## config.mk

```make
export PLATFORM = sky130hd
export DESIGN_NAME = pipe_regr
export DESIGN_NICKNAME = d
export VERILOG_FILES = /design/src/rtl/pipe_regr_pkg.sv /design/src/rtl/pipe_regr_stage.sv /design/src/rtl/pipe_regr.sv
export SDC_FILE = /design/constraint.sdc
export NUM_CORES = 1
export LEC_CHECK = 0
export CAP_MARGIN = 20
export CORE_ASPECT_RATIO = 2
export CORE_MARGIN = 4
export CORE_UTILIZATION = 45
export CTS_BUF_LIST = sky130_fd_sc_hd__clkbuf_2 sky130_fd_sc_hd__clkbuf_4 sky130_fd_sc_hd__clkbuf_8
export CTS_CLUSTER_SIZE = 40
export DETAILED_ROUTE_END_ITERATION = 8
export DONT_BUFFER_PORTS = 1
export PLACE_DENSITY = 0.71
export SLEW_MARGIN = 20
export SYNTH_ARGS = -nofsm -noshare
export SYNTH_HDL_FRONTEND = slang
export SYNTH_SLANG_ARGS = --single-unit
```

## constraint.sdc

```tcl
create_clock -name clk -period 6 [get_ports clk]
set_clock_uncertainty 0.15 [all_clocks]
set_input_delay 0 -clock clk [delete_from_list [all_inputs] [get_ports clk]]
set_output_delay 0 -clock clk [all_outputs]
set_load 0.03 [all_outputs]
```

## src/rtl/pipe_regr_pkg.sv

```systemverilog
// rtl/pipe_regr_pkg.sv - shared constants and helpers for the elastic pipeline register
package pipe_regr_pkg;

  localparam int COLLAPSE_ON  = 1;
  localparam int COLLAPSE_OFF = 0;

  // Width needed to hold an occupancy value in the range 0..depth.
  function automatic int clog2p1(input int depth);
    return $clog2(depth + 1);
  endfunction

endpackage

```

## src/rtl/pipe_regr_stage.sv

```systemverilog
// rtl/pipe_regr_stage.sv - one pipeline slot: N-bit data register plus its valid bit
// A load with dv=0 empties the slot but keeps the stale data, avoiding needless data toggles.
module pipe_regr_stage
  import pipe_regr_pkg::*;
#(
  parameter int N = 8
) (
  input  logic         clk,
  input  logic         rst,
  input  logic         clear,
  input  logic         load,
  input  logic [N-1:0] d,
  input  logic         dv,
  output logic [N-1:0] q,
  output logic         qv
);

  always_ff @(posedge clk) begin
    if (rst || clear) begin
      q  <= '0;
      qv <= 1'b0;
    end else if (load) begin
      qv <= dv;
      if (dv) begin
        q <= d;
      end
    end
  end

endmodule

```

## src/rtl/pipe_regr.sv

```systemverilog
// rtl/pipe_regr.sv - DEPTH-stage stallable, flushable elastic pipeline register
// Stage 0 takes the input, stage DEPTH-1 drives the output; COLLAPSE selects the advance policy.
module pipe_regr
  import pipe_regr_pkg::*;
#(
  parameter int N        = 8,
  parameter int DEPTH    = 3,
  parameter int COLLAPSE = COLLAPSE_ON
) (
  input  logic                        clk,
  input  logic                        rst,
  input  logic                        clear,
  input  logic                        hold,
  input  logic                        in_valid,
  input  logic [N-1:0]                in_data,
  output logic                        in_ready,
  output logic                        out_valid,
  output logic [N-1:0]                out_data,
  input  logic                        out_ready,
  output logic [clog2p1(DEPTH)-1:0]   count
);

  localparam int CW = clog2p1(DEPTH);

  logic [DEPTH-1:0]        v;
  logic [DEPTH-1:0]        load;
  logic [DEPTH-1:0][N-1:0] q;
  logic                    in_fire;
  logic                    out_fire;

  generate
    if (COLLAPSE == COLLAPSE_ON) begin : g_collapse
      logic [DEPTH-1:0] adv;

      // A slot can accept when it is empty or its occupant moves on this cycle.
      always_comb begin
        adv            = '0;
        adv[DEPTH-1]   = ~v[DEPTH-1] | out_ready;
        for (int i = DEPTH - 2; i >= 0; i--) begin
          adv[i] = ~v[i] | adv[i+1];
        end
      end

      assign load     = adv & {DEPTH{~hold}};
      assign in_ready = adv[0] & ~hold & ~clear & ~rst;
    end else begin : g_lockstep
      logic step;

      assign step     = (~v[DEPTH-1] | out_ready) & ~hold & ~clear;
      assign load     = {DEPTH{step}};
      assign in_ready = step & ~rst;
    end
  endgenerate

  for (genvar i = 0; i < DEPTH; i++) begin : g_stage
    logic [N-1:0] d;
    logic         dv;

    if (i == 0) begin : g_head
      assign d  = in_data;
      assign dv = in_valid;
    end else begin : g_body
      assign d  = q[i-1];
      assign dv = v[i-1];
    end

    pipe_regr_stage #(
      .N (N)
    ) u_stage (
      .clk   (clk),
      .rst   (rst),
      .clear (clear),
      .load  (load[i]),
      .d     (d),
      .dv    (dv),
      .q     (q[i]),
      .qv    (v[i])
    );
  end

  assign out_valid = v[DEPTH-1] & ~hold & ~clear & ~rst;
  assign out_data  = q[DEPTH-1];
  assign in_fire   = in_valid & in_ready;
  assign out_fire  = out_valid & out_ready;

  // Both fire signals are already gated off by hold, so hold freezes the count for free.
  always_ff @(posedge clk) begin
    if (rst || clear) begin
      count <= '0;
    end else begin
      count <= count + CW'(in_fire) - CW'(out_fire);
    end
  end

endmodule

```

After elaboration in Yosys (flattened, before gate mapping)
Cells that the tools add are included.
Cells by class
  reductions and logical operators: 4
  $add $sub $neg: 2
  bitwise operators: 18
Operators by type and width (number)
  AND 1 bit: 8
  inverter 1 bit: 6
  AND reduction 2 bit: 3
  AND 3 bit: 1
  OR 1 bit: 3
  adder 2 x 1 -> 2 bit: 1
  subtractor 2 x 1 -> 2 bit: 1
  logical OR 1 bit: 1
Storage, ports and cells
  word-level logic and storage cells: 31
  bits in registers: 29
  bits of input ports: 14
  output and inout bits: 12

Depth between registers and ports, before layout
  word-level depth: 10
  gate-level depth with buffers: 10
  depth with buffers taken out: 9

By module
From an unflattened synthesis, not the netlist that was laid out.
Unflattened totals
  cell total of the unflattened synthesis: 141
  area, all modules: 1427.6 um^2
Modules (own cells, without submodules)
  pipe_regr_stage: area each 417.9 um^2, seq. area each 180.2 um^2, instances 3, cells an instance 41
  pipe_regr: area each 173.9 um^2, seq. area each 40.0 um^2, instances 1, cells an instance 18

Least setup slack after synthesis
Ideal clock, no wire load.
  kind: register to register
  start: register g_stage[1].u_stage.qv
  end: register count[1]
  required time: 5.735 ns
  arrival time: 1.641 ns
  slack: 4.094 ns
  cell stages (with the launch flop): 11
  period minus slack after synthesis: 1.906 ns
  library setup time: 0.115 ns
  path buffers: 1
  cells stage by stage: dfxtp_1 > and3b_4 > a21oi_2 > buf_6 > nand2_1 > ha_1 > inv_1 > ha_1 > xor2_1 > xnor2_1 > nor2_1
Between the ends
  longest elaborated chain between the ends: 9
Ends and longest elaborated chain
  start, declared: line pipe_regr_stage.sv:15  | output logic qv
  start signal, assigned: line pipe_regr_stage.sv:23  | qv <= dv;
  inverter 1 bit: line pipe_regr.sv:40  | adv[i] = ~v[i] | adv[i+1];
  OR 1 bit (2 in series): line pipe_regr.sv:40
  AND 1 bit (3 in series): line pipe_regr.sv:45  | assign in_ready = adv[0] & ~hold & ~clear & ~rst;
  AND 1 bit: line pipe_regr.sv:83  | assign in_fire = in_valid & in_ready;
  adder 2 x 1 -> 2 bit: line pipe_regr.sv:91  | count <= count + CW'(in_fire) - CW'(out_fire);
  subtractor 2 x 1 -> 2 bit: line pipe_regr.sv:91
  end signal, assigned: line pipe_regr.sv:91
  end, declared: line pipe_regr.sv:20  | output logic [clog2p1(DEPTH)-1:0] count
Every way passes these cells.
A chain may end at the register's enable or synchronous reset.

Worst setup path in the final report
  start: input port rst
  end: register count[1]
Between the ends
  elaborated cells on any way between the ends: 8
  classes of those cells: add/sub (2); bitwise (5); reduce/logical (1)
RTL lines
  start, declared: line pipe_regr.sv:11  | input logic rst,
  inverter 1 bit: line pipe_regr.sv:81  | assign out_valid = v[DEPTH-1] & ~hold & ~clear & ~rst;
  AND 1 bit: line pipe_regr.sv:81
  named net out_valid: line pipe_regr.sv:17  | output logic out_valid,
  AND 1 bit: line pipe_regr.sv:84  | assign out_fire = out_valid & out_ready;
  subtractor 2 x 1 -> 2 bit: line pipe_regr.sv:91
The timed path passes the listed nets, and every way through them passes these cells.

==> summary.md <==
| Metric | Value |
|---|---|
| Nets | `~170` |
| Rel. slew slack | `0.3281` |
| # Post-CTS Setup Buffers | `0` |
| Die height | `80.49 um` |
| Antenna violations before repair | `0` |
| DR DRC count | `0` |
| R2R Path End | `count[1]` |
| Vias in the first global route | `973` |
| Area growth syn-to-layout | `35.87%` |
| CP Cell Sequence | `dlygate4sd3_1 -> nor2_4 -> and3_1 -> and2_2 -> ha_1 -> inv_1 -> ha_1 -> xor2_1 -> xnor2_1 -> nor2_1` |
| Family with the most delay on the worst path | `simple AND/OR/NAND/NOR gates` |
| Arrival time worst endpoint | `2.70 ns` |
| Most frequent cells in the layout | `nand2_1 (33), dlygate4sd3_1 (33), dfxtp_1 (29)` |
| Worst r2r src | `g_stage[1].u_stage.qv` |
| DR pass1 iterations | `2` |
| Fmax | `0.3737 GHz` |
| Max Cap Viol | `0` |
| Max VDD drop | `164.0 uV` |
| Tot GR Track Use | `0.1676` |
| Die ar. | `3561 um^2` |
| Yosys top cell by area | `dfxtp_1` |
| Total wire length | `2.551 mm` |
| Final Core Density | `0.6331` |
| Synth warn | `0` |
| Port bufs | `0` |
| # resized after CTS | `0` |
| Post-synthesis cell type count | `25` |
| Period minus WS final | `2.676 ns` |
| CTS tree | `done` |
| Antenna Cells | `0` |
| Starting density of the core | `0.4660` |
| Yosys reg bits | `29` |
| Pre-CTS setup slack | `between 3 and 4 ns` |
| Top-Level Pins | `26` |
| CP Launch Type | `input pin` |
| Drt initial violations | `20` |
| Worst hold slack | `0.04397 ns` |
| Hold Path Class | `in2reg` |
| Cts hold-fix bufs | `33` |
| Final global-route overflow total | `0` |
| Top post-synthesis cells by area | `dfxtp_1 (49%), mux2i_1 (20%), nand2_1 (10%), ha_1 (2.1%), buf_6 (1.9%)` |
| Worst-Skew Late Latency | `0.28 ns` |
| Status | `finished, final reports clean` |
| Placer Congestion | `0.7627` |
| Final slew viol count | `0` |
| CTS HTree Levels | `2` |
| Placed cell areas | `1175 um^2` |
| CP endpoint kind | `register` |
| Avg WL per Cell | `14.02 um` |
| CP dominant cell by count | `ha_1` |
| Worst Reg-to-Reg Cells | `9` |
| Pwr dens | `246.0 nW/um^2` |
| Crit-path max FO | `36` |
| Clock Path Buffers | `2` |
| Layout cells sized above 1 | `0.09091` |
| Clock Tree Root | `clkbuf_8` |
| Buf/Inv on CP | `2` |
| Synth Cell Area | `1182 um^2` |
| Total nets after synthesis | `roughly 140` |
| CTS clk-pin slew, worst paths | `0.06 ns` |
| First-pass GRT wire length | `roughly 4.2 mm` |
| Antenna violation net count after detailed routing | `0` |
| Rows | `26` |
| Final number of setup-violating endpoints | `0` |
| Leak | `0.6346 nW` |
| DP HPWL | `1.593 mm` |
| Core area | `2537 um^2` |
| CTS Sinks | `29` |
| RSZ-0062 raised after global routing | `no` |
| Period Utilization, post-route | `0.4460` |
| Avg Vias per Cell | `5.121` |
| R2R Setup Slk | `3.59 ns` |
| CP Depth | `10` |
| CP max-delay cell | `dlygate4sd3_1` |
| Hold Fails Final Rpt | `0` |
| CTS buffer count | `5` |
| WP data required | `6.03 ns` |
| Final std cells w/o fill | `182` |
| Worst setup margin | `3.324 ns` |
| Worst setup endpoint | `count[1]` |
| Power Total | `roughly 400 uW` |
| Routed vias | `around 930` |
| Syn_area_per_cell | `9.936 um^2` |
| Cells after Synth | `119` |
| Top-area cell type share of the netlist area | `0.4910` |
| Die Wd | `44.25 um` |
| CP peak stage delay | `0.60 ns` |
| Pin count of the biggest net entering global routing | `37` |
| Critical path type | `in2reg` |
| Final setup TNS | `0 ns` |
| Layout fillers | `roughly 220` |
| Sequential element share of the synthesized area | `0.4910` |
| Cell area after layout | `1607 um^2` |
| Critical Path Source | `rst` |
| Measured slew at the worst slew-check pin | `~1 ns` |
| Inst Count DP | `~140` |
-- synth_stat cells (all sizes together) --
cell type	n
dfxtp	29
a211oi	1
a21oi	3
or2	1
and2	2
mux2i	24
and3b	1
xor2	1
o21a	1
xnor2	1
nand2b	2
nand2	33
a21boi	1
buf	6
o21ai	2
ha	2
nor2	2
nand3	1
inv	3
and3	2
nor3b	1
-- worst min-delay path by stage --
stage	slack, ns	from	depth (start not counted)	to
after floorplan	-0.04	hold	1	in_ready
final	0.04	out_ready	4	count[1]
after global routing	0.09	out_ready	4	count[1]
after global placement	-0.03	hold	1	in_ready
after CTS	0.03	out_ready	4	count[1]
after detailed placement	-0.03	hold	1	in_ready
-- cell type report --
type | instances | area [um^2] | area share
sequential | 29 | 580.6 | 0.3614
clock inverter | 1 | 5.005 | 0.003115
timing repair buffer | 33 | 330.3 | 0.2056
multi-input combinational | 81 | 548.0 | 0.3411
tap | 28 | 35.03 | 0.02181
inverter | 3 | 11.26 | 0.007009
clock buffer | 7 | 96.34 | 0.05997
-- state kept, by name (all words and copies together), names as in the netlist --
register / count
g_stage.u_stage.q: 24
g_stage.u_stage.qv: 3
count: 2
-- cells by family (layout without fill, tap and decap cells) --
group,Yosys count,after routing,share of synthesized area
AOI/OAI and AO/OA,8,8,0.04340
xor gates and xnor gates,2,2,0.01482
adders and majority gates,2,2,0.02116
buffers and inverters,9,44,0.04550
DFF,29,29,0.4910
muxes,24,24,0.2032
and+or+nand+nor,45,45,0.1809
-- worst register-to-register path: cells and delay by family, from the launching register on --
| kind | cells | cell delay, ns |
|---|---|---|
| compound gates | 1 | 0.53 |
| xor+xnor | 2 | 0.36 |
| fa+ha+maj | 2 | 0.47 |
| buf+inv | 1 | 0.06 |
| flops | 1 | 0.33 |
| simple gates | 3 | 0.40 |
-- power breakdown --
part	switching, mW	leakage [nW]	total (mW)	internal [mW]
Sequential	0.000861	0.234	0.195	0.194
Combinational	0.0117	0.346	0.0264	0.0147
Clock	0.0704	0.0542	0.174	0.103
-- layer usage --
metal | global-route usage | part of all wire | vias up
li1 | - | - | 458
met1 | 0.1552 | 0.35 | 441
met2 | 0.2895 | 0.55 | 23
met3 | 0.04709 | 0.054 | 10
met4 | 0.1329 | 0.047 | 0
met5 | 0 | 0 | -
Power figures use the tool's default switching activity.
